## config.mk

```make
export PLATFORM = sky130hd
export DESIGN_NAME = rect_renderer
export DESIGN_NICKNAME = d
export VERILOG_FILES = /design/src/rtl/rect_renderer.sv
export SDC_FILE = /design/constraint.sdc
export NUM_CORES = 1
export LEC_CHECK = 0
export CORE_MARGIN = 2
export CORE_UTILIZATION = 30
export CTS_CLUSTER_SIZE = 40
export DETAILED_ROUTE_END_ITERATION = 16
export GPL_ROUTABILITY_DRIVEN = 0
export GPL_TIMING_DRIVEN = 1
export PLACE_DENSITY = 0.61
export SLEW_MARGIN = 20
export SYNTH_ARGS = -nofsm -noshare
export SYNTH_HDL_FRONTEND = slang
export SYNTH_SLANG_ARGS = --single-unit
```

## constraint.sdc

```tcl
create_clock -name clk_rgb -period 3.2 [get_ports clk_rgb]
set_input_delay 0.64 -clock clk_rgb [delete_from_list [all_inputs] [get_ports clk_rgb]]
set_output_delay 0.64 -clock clk_rgb [all_outputs]
set_load 0.05 [all_outputs]
```

## src/rtl/rect_renderer.sv

```systemverilog
`timescale 1ns / 1ps
// Rectangle rasterizer driving the 1-bit frame buffer write port.
// Clears the back buffer on each swap, then fills rectangles from a valid/ready command stream.
module rect_renderer #(
    parameter int unsigned HOR_ACTIVE_PIXELS = 640,
    parameter int unsigned VER_ACTIVE_PIXELS = 480,
    parameter logic        CLEAR_VALUE       = 1'b0,
    parameter int unsigned X_WIDTH           = $clog2(HOR_ACTIVE_PIXELS),
    parameter int unsigned Y_WIDTH           = $clog2(VER_ACTIVE_PIXELS),
    parameter int unsigned ADDR_WIDTH        = $clog2(HOR_ACTIVE_PIXELS * VER_ACTIVE_PIXELS)
) (
    input  logic                  clk_rgb,
    input  logic                  rst,
    input  logic                  ce,
    input  logic                  swap,
    input  logic                  cmd_valid,
    output logic                  cmd_ready,
    input  logic [X_WIDTH:0]      cmd_x0,
    input  logic [Y_WIDTH:0]      cmd_y0,
    input  logic [X_WIDTH:0]      cmd_x1,
    input  logic [Y_WIDTH:0]      cmd_y1,
    input  logic                  cmd_color,
    input  logic                  cmd_last,
    output logic                  wr_en,
    output logic [ADDR_WIDTH-1:0] wr_addr,
    output logic                  wr_data,
    output logic                  busy,
    output logic                  frame_done,
    output logic                  overrun
);

    localparam int unsigned XW = X_WIDTH + 1;
    localparam int unsigned YW = Y_WIDTH + 1;

    localparam logic [ADDR_WIDTH-1:0] LastAddr =
        ADDR_WIDTH'(HOR_ACTIVE_PIXELS * VER_ACTIVE_PIXELS - 1);
    localparam logic [ADDR_WIDTH-1:0] RowStep = ADDR_WIDTH'(HOR_ACTIVE_PIXELS);
    localparam logic [ADDR_WIDTH-1:0] AddrOne = ADDR_WIDTH'(1);
    localparam logic [XW-1:0]         XLimit  = XW'(HOR_ACTIVE_PIXELS);
    localparam logic [YW-1:0]         YLimit  = YW'(VER_ACTIVE_PIXELS);
    localparam logic [XW-1:0]         XOne    = XW'(1);
    localparam logic [YW-1:0]         YOne    = YW'(1);
    localparam logic [31:0]           HorBits = 32'(HOR_ACTIVE_PIXELS);

    typedef enum logic [2:0] {
        StIdle,
        StClear,
        StWaitCmd,
        StDraw,
        StDone
    } state_e;

    // Start-of-rectangle row base as a shift-add over the constant width's set bits.
    function automatic logic [ADDR_WIDTH-1:0] row_base_of(input logic [YW-1:0] y);
        logic [ADDR_WIDTH-1:0] acc;
        acc = '0;
        for (int i = 0; i < ADDR_WIDTH; i++) begin
            if (HorBits[i]) acc = acc + (ADDR_WIDTH'(y) << i);
        end
        return acc;
    endfunction

    state_e                state_q, state_d;
    logic                  wr_en_q, wr_en_d;
    logic [ADDR_WIDTH-1:0] wr_addr_q, wr_addr_d;
    logic                  wr_data_q, wr_data_d;
    logic                  cmd_ready_q, cmd_ready_d;
    logic                  busy_q, busy_d;
    logic                  frame_done_q, frame_done_d;
    logic                  overrun_q, overrun_d;
    logic [XW-1:0]         x_q, x_d;
    logic [YW-1:0]         y_q, y_d;
    logic [ADDR_WIDTH-1:0] row_base_q, row_base_d;
    logic [XW-1:0]         x0_q, x0_d;
    logic [XW-1:0]         x1_q, x1_d;
    logic [YW-1:0]         y1_q, y1_d;
    logic                  last_q, last_d;

    logic [XW-1:0]         x1_clip;
    logic [YW-1:0]         y1_clip;
    logic                  cmd_empty;
    logic                  accept;
    logic                  last_col;
    logic                  last_row;
    logic [ADDR_WIDTH-1:0] row_base_new;

    always_comb begin
        x1_clip      = (cmd_x1 > XLimit) ? XLimit : cmd_x1;
        y1_clip      = (cmd_y1 > YLimit) ? YLimit : cmd_y1;
        cmd_empty    = (cmd_x0 >= x1_clip) || (cmd_y0 >= y1_clip);
        accept       = ce && cmd_valid && cmd_ready_q && (state_q == StWaitCmd);
        last_col     = (x_q + XOne) == x1_q;
        last_row     = (y_q + YOne) == y1_q;
        row_base_new = row_base_of(cmd_y0);
    end

    always_ff @(posedge clk_rgb or posedge rst) begin
        if (rst) begin
            state_q <= StIdle;
        end else begin
            state_q <= state_d;
        end
    end

    always_comb begin
        state_d = state_q;
        if (ce) begin
            if (swap) begin
                state_d = StClear;
            end else begin
                case (state_q)
                    StClear: begin
                        if (wr_addr_q == LastAddr) state_d = StWaitCmd;
                    end
                    StWaitCmd: begin
                        if (accept) begin
                            if (!cmd_empty)    state_d = StDraw;
                            else if (cmd_last) state_d = StDone;
                        end
                    end
                    StDraw: begin
                        if (last_col && last_row) state_d = last_q ? StDone : StWaitCmd;
                    end
                    default: state_d = state_q;
                endcase
            end
        end
    end

    always_comb begin
        wr_en_d      = wr_en_q;
        wr_addr_d    = wr_addr_q;
        wr_data_d    = wr_data_q;
        cmd_ready_d  = cmd_ready_q;
        busy_d       = busy_q;
        frame_done_d = frame_done_q;
        overrun_d    = overrun_q;
        x_d          = x_q;
        y_d          = y_q;
        row_base_d   = row_base_q;
        x0_d         = x0_q;
        x1_d         = x1_q;
        y1_d         = y1_q;
        last_d       = last_q;
        if (ce) begin
            wr_en_d      = (state_d == StClear) || (state_d == StDraw);
            busy_d       = (state_d == StClear) || (state_d == StDraw);
            cmd_ready_d  = (state_d == StWaitCmd);
            frame_done_d = (state_d == StDone) && (state_q != StDone);
            overrun_d    = swap && (state_q inside {StClear, StWaitCmd, StDraw});
            if (swap) begin
                wr_addr_d = '0;
                wr_data_d = CLEAR_VALUE;
            end else begin
                case (state_q)
                    StClear: begin
                        if (wr_addr_q != LastAddr) wr_addr_d = wr_addr_q + AddrOne;
                    end
                    StWaitCmd: begin
                        if (accept && !cmd_empty) begin
                            x_d        = cmd_x0;
                            y_d        = cmd_y0;
                            x0_d       = cmd_x0;
                            x1_d       = x1_clip;
                            y1_d       = y1_clip;
                            last_d     = cmd_last;
                            row_base_d = row_base_new;
                            wr_addr_d  = row_base_new + ADDR_WIDTH'(cmd_x0);
                            wr_data_d  = cmd_color;
                        end
                    end
                    StDraw: begin
                        if (!last_col) begin
                            x_d       = x_q + XOne;
                            wr_addr_d = wr_addr_q + AddrOne;
                        end else if (!last_row) begin
                            x_d        = x0_q;
                            y_d        = y_q + YOne;
                            row_base_d = row_base_q + RowStep;
                            wr_addr_d  = row_base_q + RowStep + ADDR_WIDTH'(x0_q);
                        end
                    end
                    default: ;
                endcase
            end
        end
    end

    always_ff @(posedge clk_rgb or posedge rst) begin
        if (rst) begin
            wr_en_q      <= 1'b0;
            wr_addr_q    <= '0;
            wr_data_q    <= 1'b0;
            cmd_ready_q  <= 1'b0;
            busy_q       <= 1'b0;
            frame_done_q <= 1'b0;
            overrun_q    <= 1'b0;
            x_q          <= '0;
            y_q          <= '0;
            row_base_q   <= '0;
            x0_q         <= '0;
            x1_q         <= '0;
            y1_q         <= '0;
            last_q       <= 1'b0;
        end else begin
            wr_en_q      <= wr_en_d;
            wr_addr_q    <= wr_addr_d;
            wr_data_q    <= wr_data_d;
            cmd_ready_q  <= cmd_ready_d;
            busy_q       <= busy_d;
            frame_done_q <= frame_done_d;
            overrun_q    <= overrun_d;
            x_q          <= x_d;
            y_q          <= y_d;
            row_base_q   <= row_base_d;
            x0_q         <= x0_d;
            x1_q         <= x1_d;
            y1_q         <= y1_d;
            last_q       <= last_d;
        end
    end

    // The strobe is gated so a disabled cycle never presents a write.
    assign wr_en      = wr_en_q & ce;
    assign wr_addr    = wr_addr_q;
    assign wr_data    = wr_data_q;
    assign cmd_ready  = cmd_ready_q;
    assign busy       = busy_q;
    assign frame_done = frame_done_q;
    assign overrun    = overrun_q;

endmodule

```

==> out/qor.log <==
qor: sta.unrepaired_setup_endpoints_after_global_routing no
qor: power.pwr_density_cell 288 nW/µm²
qor: worst_setup_path.worst-setup-path-type input pin to register
qor: logic_synthesis.synth_edf_count 0
qor: clock_tree.clkSinkCount 93
qor: sta.timing.clock.skew 0.00973 ns
qor: final_layout.area_growth_syn_to_layout 38.4%
qor: power.vdd_drop_max 0.197 mV
qor: sta.max-slew-margin-rel 50.7%
qor: drt.drc 0
qor: clock_tree.clkLatencyLatePin 0.36 ns
qor: sta.hold_violations_final 0
qor: final_layout.layout_commonest_cell sky130_fd_sc_hd__buf_4
qor: logic_synthesis.top_area_cells_in_the_synthesized_netlist sky130_fd_sc_hd__dfrtp_1 (32%), sky130_fd_sc_hd__ha_1 (7.1%), sky130_fd_sc_hd__nand2_1 (6.0%)
qor: drt.antenna_violating_nets_post_route 0
qor: logic_synthesis.ys_async_sr_fraction 100%
qor: flow_run.cap_violations 0
qor: floorplanning.dieArea 25500 µm²
qor: global_routing.maximum_number_of_pins_on_one_net_before_global_route_repair 41
qor: drt.post_drt_wl_per_cell 16.7 µm
qor: status.status finished, final reports clean
qor: logic_synthesis.mappedNetlistArea 7280 µm²
qor: drt.detail_route.first_pass.iterations 7
qor: worst_setup_path.data_required_time_of_the_critical_path 3.45 ns
qor: global_routing.first_global_vias 6989
qor: sta.post-route-worst-setup-slack 0.125 ns
qor: floorplanning.fp.dieH 160 µm
qor: worst_setup_path.arrival 3.33 ns
qor: clock_tree.numCtsBuffers 9
qor: final_layout.layout_common_cells sky130_fd_sc_hd__buf_4 (139), sky130_fd_sc_hd__nand2_1 (107), sky130_fd_sc_hd__dfrtp_1 (93)
qor: global_routing.grt.total_usage 18.0%
qor: sta.final-setup-viol-count 0
qor: sta.tightest_pin_transition 0.739 ns
qor: place.io_buffers 73
qor: floorplanning.initial_utilization 30.8%
qor: final_layout.final_core_utilization 42.7%
qor: floorplanning.core_region_area 23600 µm²
qor: sta.final_max_slew_viol_count 0
qor: power.total_power 2900 µW
qor: power.power_leakage 0.00444 µW
qor: worst_setup_path.path_max_fanout 7
qor: drt.route.final.wire_length 23100 µm
qor: clock_tree.cts.reportedPaths.clkPinSlew 0.07 ns
qor: logic_synthesis.cell_type_with_the_largest_total_area_after_synthesis sky130_fd_sc_hd__dfrtp_1
qor: sta.minimum_clock_period_after_layout 3.08 ns
qor: final_layout.antenna_cells_inserted 0
qor: logic_synthesis.syn_area_per_cell 8.43 µm²
qor: clock_tree.htree_levels 3
qor: logic_synthesis.synth_flop_cell sky130_fd_sc_hd__dfrtp_1
qor: worst_setup_path.startpoint_type input pin
qor: global_routing.grt_remaining_overflow 0
qor: logic_synthesis.portion_of_synthesized_cell_area_occupied_by_the_leading_cell_type 32.0%
qor: final_layout.finish.net_count 1150
qor: logic_synthesis.synth-warning-count 0
qor: floorplanning.std_cell_rows 56
qor: floorplanning.die_w 160 µm
qor: logic_synthesis.synth_seq_cells 93
qor: clock_tree.clockRootBuffer sky130_fd_sc_hd__clkbuf_16
qor: global_routing.grt_antenna_before_repair 0
qor: worst_hold_path.timing.hold.worst.class register to register
qor: logic_synthesis.synth-seq-area-share 32.0%
qor: drt.detail_route.iter0.violations 507
qor: global_routing.grt_first_pass_wirelength 37200 µm
qor: drt.detail_route.vias_per_cell 5.20
qor: place.post-place-ws -0.672 ns
qor: clock_tree.cts_tree done
qor: sta.max_freq 325 MHz
qor: final_layout.layout-drive-gt1-share 23.8%
qor: floorplanning.ports 74
qor: drt.dr_total_vias 7180
qor: sta.tcrit_tclk_final 96.1%
qor: place.post-dp-hpwl 17600 µm
qor: clock_tree.cts_buffer_depth 2
qor: logic_synthesis.yosys.cell_types.count 77
qor: logic_synthesis.syn-instance-count 863
qor: worst_setup_path.cp-end-kind register
==> per-stage QoR <==
| step | instances | setup TNS [ns] | hold slack (ns) | cell area (µm²) |
|---|---|---|---|---|
| global route | 1382 | 0 | 0.533 | 10100 |
| global placement | 1356 | -42.09 | 0.492 | 9340 |
| floorplan | 864 | 0 | 0.469 | 7280 |
| finish | 1382 | 0 | 0.505 | 10100 |
| CTS | 1376 | -0.0329 | 0.510 | 9770 |
| detailed placement | 1356 | -48.40 | 0.497 | 9340 |
==> cells in the mapped netlist (all sizes together) (3+ instances only) <==
master	instances
or2	3
mux2	22
o31ai	6
nor2b	10
a21o	4
a41oi	3
o21a	6
or3	4
nor4	9
nand2	117
buf	20
xnor2	39
o41ai	3
and4	4
o22ai	15
a211o	3
nand2b	4
o22a	4
and3	7
xor2	28
inv	21
a31oi	5
nor3b	4
o21ai	69
dfrtp	93
a221o	4
a32oi	5
mux2i	9
a22o	3
ha	41
nand3	36
a31o	6
o2111ai	5
clkbuf	22
nor3	12
nand4	16
a211oi	10
o211ai	5
nor2	73
and2	10
a32o	5
a21oi	63
==> logic make-up after synthesis <==
group           share of synthesized area, %
xor+xnor                                8.68
fa+ha+maj                               7.60
compound gates                          22.5
simple gates                            20.4
buf+inv                                 4.11
flops                                   32.0
mux                                     4.64
other cells                           0.0515
==> layout make-up <==
class | count | area (µm²)
clock inverter | 5 | 35.0
timing repair buffer | 225 | 2050
sequential | 93 | 2330
inverter | 21 | 81.3
fill | 2369 | 13500
multi-input combinational | 708 | 4930
clock buffer | 11 | 243
tap | 319 | 399
==> sequential cells by signal (all words and copies together) (netlist names) <==
| register | cells |
|---|---|
| wr_addr | 19 |
| wr_data | 1 |
| busy | 1 |
| x_q | 11 |
| frame_done | 1 |
| row_base_q | 12 |
| state_q | 3 |
| x0_q | 11 |
| y_q | 10 |
| x1_q | 11 |
| cmd_ready | 1 |
| last_q | 1 |
| y1_q | 10 |
| overrun | 1 |
==> what timing repair did <==
action | 4_1_cts | 5_1_grt
cloned | 0 | 3
resized for setup | 29 | 60
endpoints found under the setup margin | 89 | 88
pin swaps | 14 | 18
hold buffers | 0 | 0
buffers inserted | 4 | 3
==> worst max-delay path: stages <==
cell and delay [ns]:
sky130_fd_sc_hd__clkdlybuf4s50_1 0.43, sky130_fd_sc_hd__nor2_2 0.15, sky130_fd_sc_hd__buf_6 0.16, sky130_fd_sc_hd__nand2_2 0.08
sky130_fd_sc_hd__ha_4 0.28, sky130_fd_sc_hd__and4_4 0.22, sky130_fd_sc_hd__a21oi_2 0.07, sky130_fd_sc_hd__o21a_4 0.25
sky130_fd_sc_hd__and3_4 0.22, sky130_fd_sc_hd__o211ai_4 0.29, sky130_fd_sc_hd__clkbuf_16 0.21, sky130_fd_sc_hd__mux2_2 0.32
==> power breakdown <==
part | total (µW) | switching, µW | internal [µW]
logic | 657 | 330 | 327
registers | 1180 | 2.93 | 1180
clock network | 1060 | 508 | 551
==> layer usage <==
metal  track usage (%)  share of wire [%]  vias up
met1              25.6                 48     3415
met5                 0                  0        -
met3              3.48                5.8       26
li1                  -                  -     3545
met4              3.97                1.5        0
met2              28.4                 44      194
==> worst paths after layout <==
check / from / endpoint / slack [ns] / depth (start not counted)
max reg2reg: y_q[1] / wr_addr[9] / 0.13 / 10
min: y1_q[4] / y1_q[4] / 0.50 / 2
min in group asynchronous: rst / row_base_q[18] / 0.69 / 2
min reg2reg: y1_q[4] / y1_q[4] / 0.50 / 2
max in group asynchronous: rst / y_q[4] / 1.86 / 3
max: cmd_x1[10] / x_q[6] / 0.12 / 12
No activity file was read; power rests on OpenSTA's default activity.
==> RTL edit 1 (config.mk and constraints unchanged) <==
Register the output `overrun` once more, with the module's reset; this adds one clock of latency there. The other outputs are not delayed to match.
--- a/src/rtl/rect_renderer.sv
+++ b/src/rtl/rect_renderer.sv
@@ -227,7 +227,13 @@
     assign cmd_ready  = cmd_ready_q;
     assign busy       = busy_q;
     assign frame_done = frame_done_q;
-    assign overrun    = overrun_q;
+    always_ff @(posedge clk_rgb or posedge rst) begin
+        if (rst) begin
+            overrun <= '0;
+        end else begin
+            overrun <= overrun_q;
+        end
+    end
 
 endmodule
 
Check against the original RTL: not equivalent (Yosys sat finds a counterexample within 4 cycles, from zero or initial values and one cycle with rst high).
==> RTL edit 1 against the original RTL <==
Clock skew about the same; cell area up 1.2%; sequential cell count up 1; routed wire length down 0.48%; maximum frequency about the same; critical path depth unchanged; sequential share of layout area about the same; critical endpoint is now wr_addr[15]; count of clock-buffer cells in the layout up 1; cell count up 1.2%; core utilization down 0.39 points; total power up 2.5%; synthesized area up 0.34%; setup slack about the same.
==> RTL edit 1: results (changes against the original RTL) <==
- Net Sw Frac: 27.5% (was 29.0%)
- Crit path max fanout: 4 (was 7)
- Iteration-0 DRC Markers: 477 (was 507)
- Arr. time, crit path: 3310 ps (was 3330 ps)
- Fillers: 2452 (was 2369)
- DRT Pass-1 Iters: 4 (was 7)
- Detailed placement HPWL: 17300 µm (was 17600 µm)
- Mux contribution to synthesized area: 4.63% (was 4.64%)
- Layout Skew: 10.1 ps (was 9.73 ps)
- Slowest-stage cell, CP: fa_1 (was clkdlybuf4s50_1)
- Status: finished, final reports clean (unchanged)
- Least-Margin Pin Slew: 587 ps (was 739 ps)
- Hold Startpoint: overrun_q (was y1_q[4])
- Antenna Cells: 0 (unchanged)
- Met3 usage: 3.12% (was 3.48%)
- Routed wire per std cell: 16.4 µm (was 16.7 µm)
- CP Launch Point: cmd_y0[2] (was cmd_x1[10])
- Worst slack at placement: -635 ps (was -672 ps)
- XOR/XNOR share of the synthesized area: 8.65% (was 8.68%)
- Number of nets in the layout: 1162 (was 1150)
- Number of global-route vias before repair: 7077 (was 6989)
- Top post-synthesis cells by area: dfrtp_1 32%, ha_1 7.0%, nand2_1 6.0% (was dfrtp_1 32%, ha_1 7.1%, nand2_1 6.0%)
- VDD IR max: 0.191 mV (was 0.197 mV)
- Met1 GRT Util: 25.2% (was 25.6%)
- Design area: 0.0102 mm² (was 0.0101 mm²)
- Register area share after synthesis: 32.2% (was 32.0%)
- DP Area: 0.00941 mm² (was 0.00934 mm²)
- Met3 wire length: 1220 µm (was 1350 µm)
- CTS H-tree lvls: 3 (unchanged)
- CP dominant cell by count: buf_4
- Compound-gate portion of the synthesized area: 22.4% (was 22.5%)
- R2r startpoint: y_q[5] (was y_q[1])
- First-pass GRT wire length: 37200 µm (about the same)
- Inst Count DP: 1360 (was 1356)
- Layout cell share with drive strength beyond 1: 23.6% (was 23.8%)
- P_int: 0.00215 W (was 0.00206 W)
- Worst-Skew Late Latency: 360 ps (about the same)
- Vias/cell: 5.24 (was 5.20)
- Met2 Use GR: 28.2% (was 28.4%)
- Pleak: 4.46 nW (was 4.44 nW)
- Adder-cell share of the synthesized area: 7.57% (was 7.60%)
- Crit-path leading delay family: compound AO/OA/AOI/OAI gates (was buffers and inverters)
- Gate count of the mapped netlist: 864 (was 863)
- Top post-synthesis cells by count: 117 x nand2_1, 94 x dfrtp_1, 73 x nor2_1 (was 117 x nand2_1, 93 x dfrtp_1, 73 x nor2_1)
- Vias: 7332 (was 7180)
- WL met2: 10200 µm (was 10300 µm)
- Met1 wire length: 11100 µm (about the same)
- Sequential share of power: 40.3% (was 40.8%)
- Pin count of the biggest net entering global routing: 43 (was 41)
- Gr usage total: 17.9% (was 18.0%)
- Number of antenna violations at the first check in global routing: 0 (unchanged)
[RTL edit 1: final timing paths]
check	cells after the start	end	slack (ps)
worst max register to register	9	wr_addr[4]	200
worst max-delay path	12	wr_addr[15]	120
min in group asynchronous	2	wr_addr[16]	640
worst min-delay path	0	overrun	390
worst min register to register	0	overrun	390
max in group asynchronous	3	x_q[3]	1980
[RTL edit 1: repair_timing]
| action | in CTS | in global routing |
|---|---|---|
| pin swaps | 22 | 21 |
| resized for setup | 39 | 32 |
| gates cloned | 2 | 0 |
| setup endpoints to repair | 85 | 89 |
| buffers inserted | 20 | 1 |
[RTL edit 1: area by class of cell]
cell class	count	area, µm²	share of cell area [%]
timing repair buffer	236	2180	21.4
clock buffer	12	246	2.42
inverter	21	81.3	0.798
sequential	94	2350	23.1
multi-input combinational	708	4860	47.8
clock inverter	4	55.1	0.540
tap	324	405	3.98
==> RTL edit 2 (same settings) <==
Without the edit above. The parameter `CLEAR_VALUE` goes from 1'b0 to 1'b1.
--- a/src/rtl/rect_renderer.sv
+++ b/src/rtl/rect_renderer.sv
@@ -4,7 +4,7 @@
 module rect_renderer #(
     parameter int unsigned HOR_ACTIVE_PIXELS = 640,
     parameter int unsigned VER_ACTIVE_PIXELS = 480,
-    parameter logic        CLEAR_VALUE       = 1'b0,
+    parameter logic        CLEAR_VALUE       = 1'b1,
     parameter int unsigned X_WIDTH           = $clog2(HOR_ACTIVE_PIXELS),
     parameter int unsigned Y_WIDTH           = $clog2(VER_ACTIVE_PIXELS),
     parameter int unsigned ADDR_WIDTH        = $clog2(HOR_ACTIVE_PIXELS * VER_ACTIVE_PIXELS)
Function: changed (Yosys sat finds a counterexample within 4 cycles, from zero or initial values and one cycle with rst high).
==> RTL edit 2 against the original RTL <==
Count of clock-buffer cells in the layout unchanged; cell area decreased by 0.56%; synthesized area increased by 0.26%; sequential cell count unchanged; total power increased by 30%; sequential power increased by 15%; setup slack got worse by 35 ps; routed wire length decreased by 3.0%; critical endpoint is now x_q[3].
==> RTL edit 2: results (changes against the original RTL) <==
- Status: finished, final reports clean (unchanged)
- Gr usage total: 17.9% (was 18.0%)
- Net Sw Frac: 34.3% (was 29.0%)
- WL met2: 11000 µm (was 10300 µm)
- Mux contribution to synthesized area: 4.10% (was 4.64%)
- Compound-gate portion of the synthesized area: 22.1% (was 22.5%)
- CTS clk-pin slew, worst paths: 70 ps (about the same)
- Layout Skew: 9.07 ps (was 9.73 ps)
- Adder-cell share of the synthesized area: 7.58% (was 7.60%)
- Layout cell share with drive strength beyond 1: 23.9% (was 23.8%)
- Pin count of the biggest net entering global routing: 53 (was 41)
- Antenna Cells: 0 (unchanged)
- Crit path max fanout: 8 (was 7)
- Worst-Skew Late Latency: 350 ps
- Arr. time, crit path: 3350 ps (was 3330 ps)
- Number of global-route vias before repair: 7139 (was 6989)
- VDD IR max: 0.248 mV (was 0.197 mV)
- Iteration-0 DRC Markers: 445 (was 507)
- Gate count of the mapped netlist: 878 (was 863)
- Final WL: 22400 µm (was 23100 µm)
- Top post-synthesis cells by area: dfrtp_1 32%, ha_1 7.0%, a21oi_1 5.2% (was dfrtp_1 32%, ha_1 7.1%, nand2_1 6.0%)
- Top post-synthesis cells by count: 96 x nand2_1, 93 x dfrtp_1, 76 x a21oi_1 (was 117 x nand2_1, 93 x dfrtp_1, 73 x nor2_1)
- Met1 GRT Util: 23.4% (was 25.6%)
- Worst reg-to-reg path cell count: 11 (was 10)
- Number of nets in the layout: 1149 (was 1150)
- Vias: 7185 (was 7180)
- Finished Layout Cells: 1386 (was 1382)
- Pleak: 4.32 nW (was 4.44 nW)
- Worst slack at placement: -661 ps (was -672 ps)
- Register area share after synthesis: 31.9% (was 32.0%)
- First-pass GRT wire length: 37100 µm (was 37200 µm)
- CTS H-tree lvls: 3 (unchanged)
- XOR/XNOR share of the synthesized area: 9.55% (was 8.68%)
- Least-Margin Pin Slew: 725 ps (was 739 ps)
- Netlist cell types: 74 (was 77)
- Crit-path leading delay family: compound AO/OA/AOI/OAI gates (was buffers and inverters)
- DP Area: 0.00924 mm² (was 0.00934 mm²)
- Detailed placement HPWL: 17000 µm (was 17600 µm)
- Met3 wire length: 784 µm (was 1350 µm)
- Met2 Use GR: 30.4% (was 28.4%)
- Ys async rst share: 100% (unchanged)
- Met3 usage: 2.88% (was 3.48%)
- Fillers: 2415 (was 2369)
- Met1 wire length: 10100 µm (was 11100 µm)
- PortBufs: 73 (unchanged)
- DRT Pass-1 Iters: 5 (was 7)
==> RTL edit 2: cell count changes in the layout (fill, tap and decap cells not counted), moves of 7 or more <==
cell            delta
o21ai_0           +26
clkbuf_2           +7
buf_4             -14
mux2_2             -7
nand2_1           -18
dlymetal6s2s_1    -12
o21ai_1           -14
xor2_1            +13
a21oi_1           +15
nand3_1            -8
==> RTL edit 2: what timing repair did <==
action                                 CTS  global route
setup endpoints to repair               90            68
gates cloned                             4             0
pin swaps                               24            26
endpoints found under the hold margin    0             0
resized for setup                       57            62
buffers inserted                         3             7
==> RTL edit 2: power groups by stage <==
stage	registers, W	logic [W]	clock network (W)
2_1_floorplan	0.00136	0.000716	0
3_3_place_gp	0.00137	0.00116	0
3_5_place_dp	0.00137	0.00118	0
4_1_cts	0.00135	0.00122	0.00115
5_1_grt	0.00137	0.00143	0.00120
6_report	0.00136	0.00129	0.00112
==> RTL edit 2: area by class of cell <==
class / instances / area [µm²] / area share, %
clock buffer: 11 / 243 / 2.42
clock inverter: 5 / 60.1 / 0.600
sequential: 93 / 2330 / 23.3
multi-input combinational: 718 / 5030 / 50.2
tap: 324 / 405 / 4.05
inverter: 26 / 100 / 1.00
timing repair buffer: 209 / 1850 / 18.5
==> RTL edit 2: path summary, 6_finish.rpt <==
| kind | endpoint | slack, ps | from |
|---|---|---|---|
| max | x_q[3] | 90 | cmd_x1[10] |
| min | y1_q[3] | 510 | y1_q[3] |
| max reg2reg | y_q[0] | 130 | x_q[1] |
| min reg2reg | y1_q[3] | 510 | y1_q[3] |
| max in group asynchronous | x_q[2] | 1610 | rst |
| min in group asynchronous | y1_q[0] | 740 | rst |
==> RTL edit 2: tightest hold or removal path, cell delays in order, from the launching register on <==
cell	delay, ps
dfrtp_1	370
nand2_1	50
o21ai_0	60
